### config.mk
export PLATFORM = sky130hd
export DESIGN_NAME = sequenciador_leds
export DESIGN_NICKNAME = d
export VERILOG_FILES = /design/src/rtl/genius_defs.sv /design/src/rtl/contador_tempo.sv /design/src/rtl/sequenciador_leds.sv
export SDC_FILE = /design/constraint.sdc
export NUM_CORES = 1
export LEC_CHECK = 0
export ABC_AREA = 1
export ABC_CLOCK_PERIOD_IN_PS = 1750
export CORE_ASPECT_RATIO = 0.7
export CORE_MARGIN = 5
export CORE_UTILIZATION = 44
export CTS_BUF_LIST = sky130_fd_sc_hd__clkbuf_8
export CTS_CLUSTER_DIAMETER = 30
export DETAILED_ROUTE_END_ITERATION = 10
export GPL_ROUTABILITY_DRIVEN = 1
export GPL_TIMING_DRIVEN = 1
export PLACE_DENSITY = 0.68
export SYNTH_ARGS = -nofsm -noshare
export SYNTH_HDL_FRONTEND = slang
export SYNTH_SLANG_ARGS = --single-unit
### constraint.sdc
create_clock -name clock -period 1.75 [get_ports clock]
set_input_delay 0.2625 -clock clock [delete_from_list [all_inputs] [get_ports clock]]
set_output_delay 0.2625 -clock clock [all_outputs]
set_load 0.02 [all_outputs]
### src/rtl/genius_defs.sv
// genius_defs: state codes shared by the LED sequencer and its hex debug output
package genius_defs;
  localparam logic [3:0] OCIOSO  = 4'd0;
  localparam logic [3:0] CARREGA = 4'd1;
  localparam logic [3:0] MOSTRA  = 4'd2;
  localparam logic [3:0] APAGA   = 4'd3;
  localparam logic [3:0] FIM     = 4'd4;
endpackage

### src/rtl/contador_tempo.sv
// contador_tempo: 16-bit dwell timer, wraps at modulus M, flags when it reaches limite
// Ports: clock; zera clears (priority); conta advances; limite is the compare value; fim is high while count == limite.
module contador_tempo #(
  parameter int M = 65536
) (
  input  logic        clock,
  input  logic        zera,
  input  logic        conta,
  input  logic [15:0] limite,
  output logic        fim
);
  logic [15:0] r_q;
  always_ff @(posedge clock)
    if (zera) r_q <= '0;
    else if (conta) r_q <= (r_q == 16'(M - 1)) ? '0 : r_q + 16'd1;
  assign fim = r_q == limite;
endmodule

### src/rtl/sequenciador_leds.sv
// sequenciador_leds: plays memory items 0..rodada on the LEDs with on/off dwell times
// Ports: clock, reset (sync, active-high); iniciar starts from OCIOSO; parar aborts;
// rodada is the last item index; dado_mem is sync-read data for endereco;
// leds shows the item only in MOSTRA; ocupado is high outside OCIOSO; pronto pulses in FIM;
// db_estado is the raw state code.
module sequenciador_leds
  import genius_defs::*;
#(
  parameter int T_ON  = 50,
  parameter int T_OFF = 25
) (
  input  logic       clock,
  input  logic       reset,
  input  logic       iniciar,
  input  logic       parar,
  input  logic [3:0] rodada,
  input  logic [3:0] dado_mem,
  output logic [3:0] endereco,
  output logic [3:0] leds,
  output logic       ocupado,
  output logic       pronto,
  output logic [3:0] db_estado
);
  localparam int M = (T_ON > T_OFF) ? T_ON : T_OFF;
  logic [3:0]  r_estado, r_rodada, r_end, w_prox;
  logic [15:0] w_limite;
  logic        w_fim, w_ultimo, w_zera;
  assign w_limite = (r_estado == MOSTRA) ? 16'(T_ON - 1) : 16'(T_OFF - 1);
  assign w_ultimo = r_end == r_rodada;
  always_comb begin
    w_prox = parar                  ? OCIOSO :
             (r_estado == OCIOSO)   ? (iniciar ? CARREGA : OCIOSO) :
             (r_estado == CARREGA)  ? MOSTRA :
             (r_estado == MOSTRA)   ? (w_fim ? APAGA : MOSTRA) :
             (r_estado == APAGA)    ? (w_fim ? (w_ultimo ? FIM : CARREGA) : APAGA) :
                                      OCIOSO;
  end
  // The timer only runs in the two dwell states and restarts on every state change.
  assign w_zera = reset || (w_prox != r_estado) || !(r_estado == MOSTRA || r_estado == APAGA);
  contador_tempo #(.M(M)) u_tempo (
    .clock (clock),
    .zera  (w_zera),
    .conta (1'b1),
    .limite(w_limite),
    .fim   (w_fim)
  );
  always_ff @(posedge clock)
    if (reset) begin
      r_estado <= OCIOSO;
      r_rodada <= '0;
      r_end    <= '0;
    end else begin
      r_estado <= w_prox;
      if (r_estado == OCIOSO && iniciar && !parar) r_rodada <= rodada;
      if (parar || (r_estado == OCIOSO && iniciar)) r_end <= '0;
      else if (r_estado == APAGA && w_fim && !w_ultimo) r_end <= r_end + 4'd1;
    end
  assign endereco  = r_end;
  assign leds      = (r_estado == MOSTRA) ? dado_mem : 4'b0000;
  assign ocupado   = r_estado != OCIOSO;
  assign pronto    = r_estado == FIM;
  assign db_estado = r_estado;
endmodule

==> results of run 1 <==
per-layer routing:
metal	share of wire (%)	routed length (µm)	vias to the layer above	track usage (%)
li1	-	-	767	-
met1	57	1900	592	20.9
met2	38	1270	23	20.2
met3	4.5	149	2	4.14
met4	0.24	8	0	2.10
met5	0	0	-	0
logic make-up (layout without fill, tap and decap cells):
kind of cell / after synthesis / count (layout) / share of synthesized area [%]
AO/OA/AOI/OAI: 17 / 17 / 6.41
buffers and inverters: 43 / 84 / 11.1
AND/OR/NAND/NOR: 121 / 121 / 39.5
other: 1 / 1 / 0.229
adder cells (fa/ha/maj): 3 / 3 / 2.29
flip-flops: 27 / 27 / 33.0
XOR/XNOR: 14 / 14 / 7.48
area by class of cell:
cell class,count,area (µm²)
Timing Repair Buffer,39,370
Inverter,41,154
Clock inverter,1,7.51
Sequential cell,27,554
Multi-Input combinational cell,156,922
Clock buffer,3,41.3
Fill cell,356,1450
Tap cell,50,62.6
repair_timing:
item,CTS,global route
endpoints found under the setup margin,6,16
gates resized for setup,6,12
pin swaps,0,1
registers in the layout (all words and copies together) (netlist names):
name         count
r_rodada         4
u_tempo.r_q     16
endereco         4
db_estado        3
worst max path at each step:
stage,startpoint,endpoint,slack [ps],cells after the start
final,db_estado[0],u_tempo.r_q[0],120,11
after global routing,u_tempo.r_q[3],u_tempo.r_q[0],3,11
after CTS,u_tempo.r_q[13],u_tempo.r_q[0],80,11
after detailed placement,dado_mem[0],leds[0],20,4
after global placement,dado_mem[3],leds[3],50,4
after floorplan,db_estado[1],u_tempo.r_q[3],110,10
per-stage QoR:
stage          total power [mW]  hold WS [ps]  setup slack, ps  utilization [%]  instances
2_1_floorplan             0.702           332              111                -        226
3_3_place_gp              0.756           456             48.4             57.7        313
3_5_place_dp              0.757           458             20.2             57.7        313
4_1_cts                    1.13           473             84.9             58.8        317
5_1_grt                    1.17           492             2.50             59.4        317
6_report                   1.11           468              117             59.4        317
cell usage after synthesis (all sizes together):
master	count
a211oi	1
a21oi	10
buf	2
conb	1
dfxtp	27
ha	3
inv	41
nand2	42
nand3	17
nand4	3
nor2	53
nor3	4
nor4	2
o21a	1
o21ai	5
xnor2	3
xor2	11
critical path: stages, from the launching register on:
cell and delay (ps):
sky130_fd_sc_hd__dfxtp_1 350, sky130_fd_sc_hd__inv_2 100, sky130_fd_sc_hd__nand3_4 140, sky130_fd_sc_hd__o21ai_4 210, sky130_fd_sc_hd__nand3_4 110, sky130_fd_sc_hd__nand2_2 80, sky130_fd_sc_hd__nand3_2 90, sky130_fd_sc_hd__nand2_1 70
sky130_fd_sc_hd__nand2_1 90, sky130_fd_sc_hd__nand2_4 100, sky130_fd_sc_hd__buf_12 150, sky130_fd_sc_hd__nor2_1 40
where the power goes:
part           total (mW)  internal [mW]  switching, mW
Combinational       0.113         0.0546         0.0582
Clock               0.367          0.162          0.205
Sequential          0.627          0.621        0.00573
==> impl_results.rst, run 1 <==
.. list-table::
   :header-rows: 1

   * - Metric
     - Value
   * - Post-Route WL
     - 3.33 mm
   * - Boundary pin count
     - 26
   * - Total overflow reported by the global router
     - 0
   * - Starting density of the core
     - 46.1%
   * - Largest voltage drop on the vdd net
     - 345 µV
   * - Max Root-Sink Buffers
     - 2
   * - CP arrival
     - 1800 ps
   * - Kind of start point of the critical path
     - register
   * - Data required time at the worst endpoint
     - 1920 ps
   * - Synth warnings
     - 0
   * - Critical path class
     - register to register
   * - Depth of the worst register-to-register path
     - 11
   * - Leading post-synthesis cells by cell area
     - sky130_fd_sc_hd__dfxtp_1 33%, sky130_fd_sc_hd__nand2_1 8.7%, sky130_fd_sc_hd__inv_1 8.5%
   * - Post-synth top area share
     - between 30% and 40%
   * - Sequential element share of the synthesized area
     - 33.0%
   * - Area of the core region
     - 3560 µm²
   * - Commonest non-fill, non-tap cells in the layout
     - 38 x sky130_fd_sc_hd__nand2_1, 37 x sky130_fd_sc_hd__inv_1, 35 x sky130_fd_sc_hd__nor2_1
   * - Placed wire-length estimate after detailed placement
     - roughly 2.7 mm
   * - Number of distinct library cells after synthesis
     - 28
   * - Layout-stage area growth over the synthesis result
     - 28.9%
   * - Number of H-tree levels
     - 1
   * - Final hold violations
     - 0
   * - Nets in the synthesized netlist
     - 241
   * - Avg Synthesized Cell Area
     - between 7 and 8 µm²
   * - Die Span X
     - 83.0 µm
   * - FF+latch count, synth
     - 27
   * - Antenna violations before repair
     - 0
   * - Inserted Diodes
     - 0
   * - Worst-Skew Late Latency
     - roughly 280 ps
   * - RD Place Congestion
     - 0.804
   * - Worst hold path type
     - register to register
   * - Post-route standard cell area excluding fillers
     - ~2100 µm²
   * - Power density over the cells
     - 524 nW/µm²
   * - Global router's overall resource usage
     - between 10% and 20%
   * - Setup TNS
     - 0 ps
   * - Count of mapped cells out of synthesis
     - around 230
   * - Via density per instance
     - 4.37
   * - Final slew viol count
     - 0
   * - Hold Path Depth
     - 2
   * - Reg clk slew, reported paths
     - 90 ps
   * - Num rows
     - 18
   * - Drt drc
     - 0
   * - Static Leak
     - 0.866 nW
   * - Iteration-0 DRC Markers
     - 81
   * - Worst Hold End
     - r_rodada[0]
   * - R2R Path Start
     - db_estado[0]
   * - TritonCTS buffer count
     - 3
   * - Number of failing setup endpoints in the final timing report
     - 0
   * - Post-Place Cell Area
     - 2050 µm²
   * - Final min period
     - 1630 ps
   * - Pre-Repair DR Iteration Count
     - 4
   * - Clock root cell
     - sky130_fd_sc_hd__clkbuf_8
   * - Vertical die dimension
     - 61.1 µm
   * - Via count of the first global-routing pass
     - 1259
   * - Ratio of cells with drive above 1 in the final layout
     - 23.2%
   * - Post-CTS repair timing setup buffer count
     - 0
   * - Total number of nets in the final design
     - roughly 280
   * - Hold-fix buffer count after cts
     - 0
   * - Unrepaired setup endpoints after global routing
     - no
   * - Global-route wire length before repair
     - 5.64 mm
   * - Post-synthesis instance area
     - 1640 µm²
   * - Maximum net fanout on the critical path
     - 10
   * - Remaining antenna violation count
     - 0
   * - Leading area contributor after synthesis
     - sky130_fd_sc_hd__dfxtp_1
   * - Port bufs
     - 24
   * - Largest net degree at the start of global routing
     - 17
   * - Worst clock skew
     - 9.73 ps
   * - Number of sinks on the clock net
     - 27
   * - Worst Setup End Kind
     - register
   * - Hold Startpoint
     - r_rodada[0]
   * - Fraction of the cycle the final worst path needs
     - roughly 93%
   * - Number of maximum-capacitance violations
     - 0
   * - WL/cell
     - between 10 and 15 µm
   * - Leading cell type in the layout, fill and taps excluded
     - sky130_fd_sc_hd__nand2_1
   * - Endpoint of the worst-slack reg-to-reg timing path
     - u_tempo.r_q[0]
   * - Outcome
     - finished clean
   * - Highest Clock Rate
     - just over 600 MHz
   * - Number of vias in the routed layout
     - ~1400
   * - TritonCTS clock tree
     - built
   * - Worst-case register-to-register setup slack
     - 120 ps
   * - Die area
     - 5070 µm²
No activity file was read; power rests on OpenSTA's default activity.
==> run 2: changes to the inputs <==
Settings changed: CTS_CLUSTER_DIAMETER 30 to 40, DONT_BUFFER_PORTS set to 1, PLACE_DENSITY 0.68 to not set.
==> run 2 against run 1 <==
  * Flip-flop and latch count unchanged
  * Worst hold slack worse by 430 ps
  * Clock-buffer cell count stayed put
  * Total power decreased by 4.6%
  * Die area unchanged
  * Routed wire length is 1.4% higher
  * Critical path type unchanged
  * Largest cell class unchanged
==> impl_results.rst, run 2 (synthesized netlist as in run 1, its figures left out) <==
.. list-table::
   :header-rows: 1

   * - Metric
     - Value
   * - TritonCTS clock tree
     - built
   * - Leading cell type in the layout, fill and taps excluded
     - sky130_fd_sc_hd__inv_1
   * - Number of maximum-capacitance violations
     - 0
   * - Worst Setup Slack post-DPL
     - 34.3 ps
   * - Number of failing setup endpoints in the final timing report
     - 0
   * - Worst hold path type
     - input pin to register
   * - Critical path class
     - register to register
   * - Number of H-tree levels
     - 1
   * - Global router's overall resource usage
     - 13.0%
   * - Layout-stage area growth over the synthesis result
     - 20.4%
   * - Hold Startpoint
     - reset
   * - Iteration-0 DRC Markers
     - 46
   * - Number of sinks on the clock net
     - 27
   * - Sw Pwr
     - between 0.2 and 0.3 mW
   * - Clock root cell
     - sky130_fd_sc_hd__clkbuf_8
   * - Highest Clock Rate
     - ~600 MHz
   * - Remaining antenna violation count
     - 0
   * - R2R Path Start
     - u_tempo.r_q[11]
   * - Final slew viol count
     - 0
   * - Worst-Skew Late Latency
     - about 270 ps
   * - Cells after DPL
     - about 290
   * - Depth of the worst register-to-register path
     - 11
   * - Number of standard cells in the layout, taps in and fillers out
     - 295
   * - Worst clock skew
     - 7.14 ps
   * - Static Leak
     - 0.803 nW
   * - Switching share of power
     - 24.2%
   * - Ratio of cells with drive above 1 in the final layout
     - 32.7%
   * - Port bufs
     - 0
   * - Hold WS
     - 35.4 ps
   * - Hold Path Depth
     - 1
   * - Register ranked first by flip-flop count
     - u_tempo.r_q
   * - CP arrival
     - 1830 ps
   * - WL/cell
     - 11.4 µm
   * - Kind of start point of the critical path
     - register
   * - Final Total Pwr
     - between 1 and 1.5 mW
   * - Placed wire-length estimate after detailed placement
     - 2.47 mm
   * - Outcome
     - finished clean
   * - Max FFs per register
     - 16
   * - Hold-fix buffer count after cts
     - 0
   * - Vertical die dimension
     - 61.1 µm
   * - Fraction of the cycle the final worst path needs
     - 95.4%
   * - Combinational power share
     - just under 8%
   * - Total number of nets in the final design
     - 261
   * - Worst Setup End Kind
     - register
   * - Endpoint of the worst-slack reg-to-reg timing path
     - u_tempo.r_q[6]
   * - Die Span X
     - between 80 and 90 µm
   * - Die area
     - between 5000 and 6000 µm²
   * - Max Root-Sink Buffers
     - 2
   * - Reg clk slew, reported paths
     - 100 ps
   * - Sequential Power Share
     - between 50% and 60%
   * - Commonest non-fill, non-tap cells in the layout
     - 35 x sky130_fd_sc_hd__inv_1, 34 x sky130_fd_sc_hd__nand2_1, 31 x sky130_fd_sc_hd__nor2_1
   * - Num rows
     - 18
   * - Largest net degree at the start of global routing
     - 17
   * - Largest voltage drop on the vdd net
     - 464 µV
   * - Post-Route WL
     - 3.37 mm
   * - Cell with the largest stage delay on the worst path
     - sky130_fd_sc_hd__dfxtp_4
   * - Via density per instance
     - roughly 4.6
   * - Boundary pin count
     - 26
   * - Family with the most delay on the worst path
     - simple AND/OR/NAND/NOR gates
   * - Worst-case register-to-register setup slack
     - 80 ps
   * - Power density over the cells
     - 535 nW/µm²
   * - Maximum net fanout on the critical path
     - 8
   * - Slowest Stage Delay on Critical Path
     - 380 ps
   * - Final worst setup slack
     - 80.7 ps
   * - Data required time at the worst endpoint
     - 1910 ps
   * - Internal power contribution
     - 0.801 mW
   * - Starting density of the core
     - 46.1%
   * - Number of vias in the routed layout
     - 1351
   * - Library cell appearing most often on the critical path
     - sky130_fd_sc_hd__nor2_4
   * - Area of the core region
     - approximately 3600 µm²
   * - Antenna violations before repair
     - 0
   * - Pre-Repair DR Iteration Count
     - 4
   * - Final hold violations
     - 0
   * - Cells traversed along the worst timing path
     - nor2_4, nand2_2, nor2_2, nand2_2, nor2_4, nand3_2, a21oi_4, nor2_4, nand2_4, clkbuf_16, nor2_4
   * - Worst Hold End
     - db_estado[1]
   * - Total overflow reported by the global router
     - 0
   * - Worst path buffer plus inverter count
     - 1
   * - Via count of the first global-routing pass
     - 1142
   * - Drt drc
     - 0
   * - Final min period
     - 1670 ps
   * - Global-route wire length before repair
     - 5.24 mm
   * - Setup TNS
     - 0 ps
   * - TritonCTS buffer count
     - 3
   * - Proportion of power drawn by the clock network
     - roughly 34%
   * - Inserted Diodes
     - 0
   * - RD Place Congestion
     - 0.790
## run 2: worst max-delay path by stage
| stage | start | endpoint | slack [ps] | cells past startpoint |
|---|---|---|---|---|
| 4_1_cts | u_tempo.r_q[0] | u_tempo.r_q[14] | 2 | 8 |
| 3_5_place_dp | u_tempo.r_q[0] | u_tempo.r_q[14] | 30 | 8 |
| 6_report | u_tempo.r_q[11] | u_tempo.r_q[6] | 80 | 11 |
| 5_1_grt | u_tempo.r_q[11] | u_tempo.r_q[9] | -20 | 11 |
| 2_1_floorplan | db_estado[1] | u_tempo.r_q[3] | 110 | 10 |
| 3_3_place_gp | u_tempo.r_q[0] | u_tempo.r_q[14] | 30 | 8 |
## run 2: layout make-up
cell class	count	area, µm²
sequential	27	568
tap	50	62.6
clock buffer	3	41.3
clock inverter	1	5.00
multi-input combinational	156	985
timing repair buffer	17	158
inverter	41	154
fill	350	1590
## run 2: per-layer routing
metal	vias to the layer above	wire length, µm	global-route usage, %
met5	-	0	0
met3	2	195	4.01
met4	0	36	4.20
met2	29	1370	18.9
li1	730	-	-
met1	590	1770	18.5
## run 2: through the flow
stage                     utilization, %  cell area [µm²]
after CTS                           51.2             1820
after floorplan                        -             1640
final                               55.5             1970
after global routing                55.5             1970
after global placement              49.9             1780
after detailed placement            49.9             1780
## run 2: power by group through the flow
| stage | Clock, mW | Combinational, mW | Sequential, mW |
|---|---|---|---|
| after floorplan | 0 | 0.0579 | 0.644 |
| after global placement | 0 | 0.0746 | 0.642 |
| after detailed placement | 0 | 0.0750 | 0.642 |
| after CTS | 0.372 | 0.0750 | 0.628 |
| after global routing | 0.403 | 0.0913 | 0.622 |
| final | 0.354 | 0.0809 | 0.620 |
## run 2: timing repair
item	4_1_cts	5_1_grt
endpoints found under the setup margin	0	16
buffers inserted	0	4
resized for setup	0	37
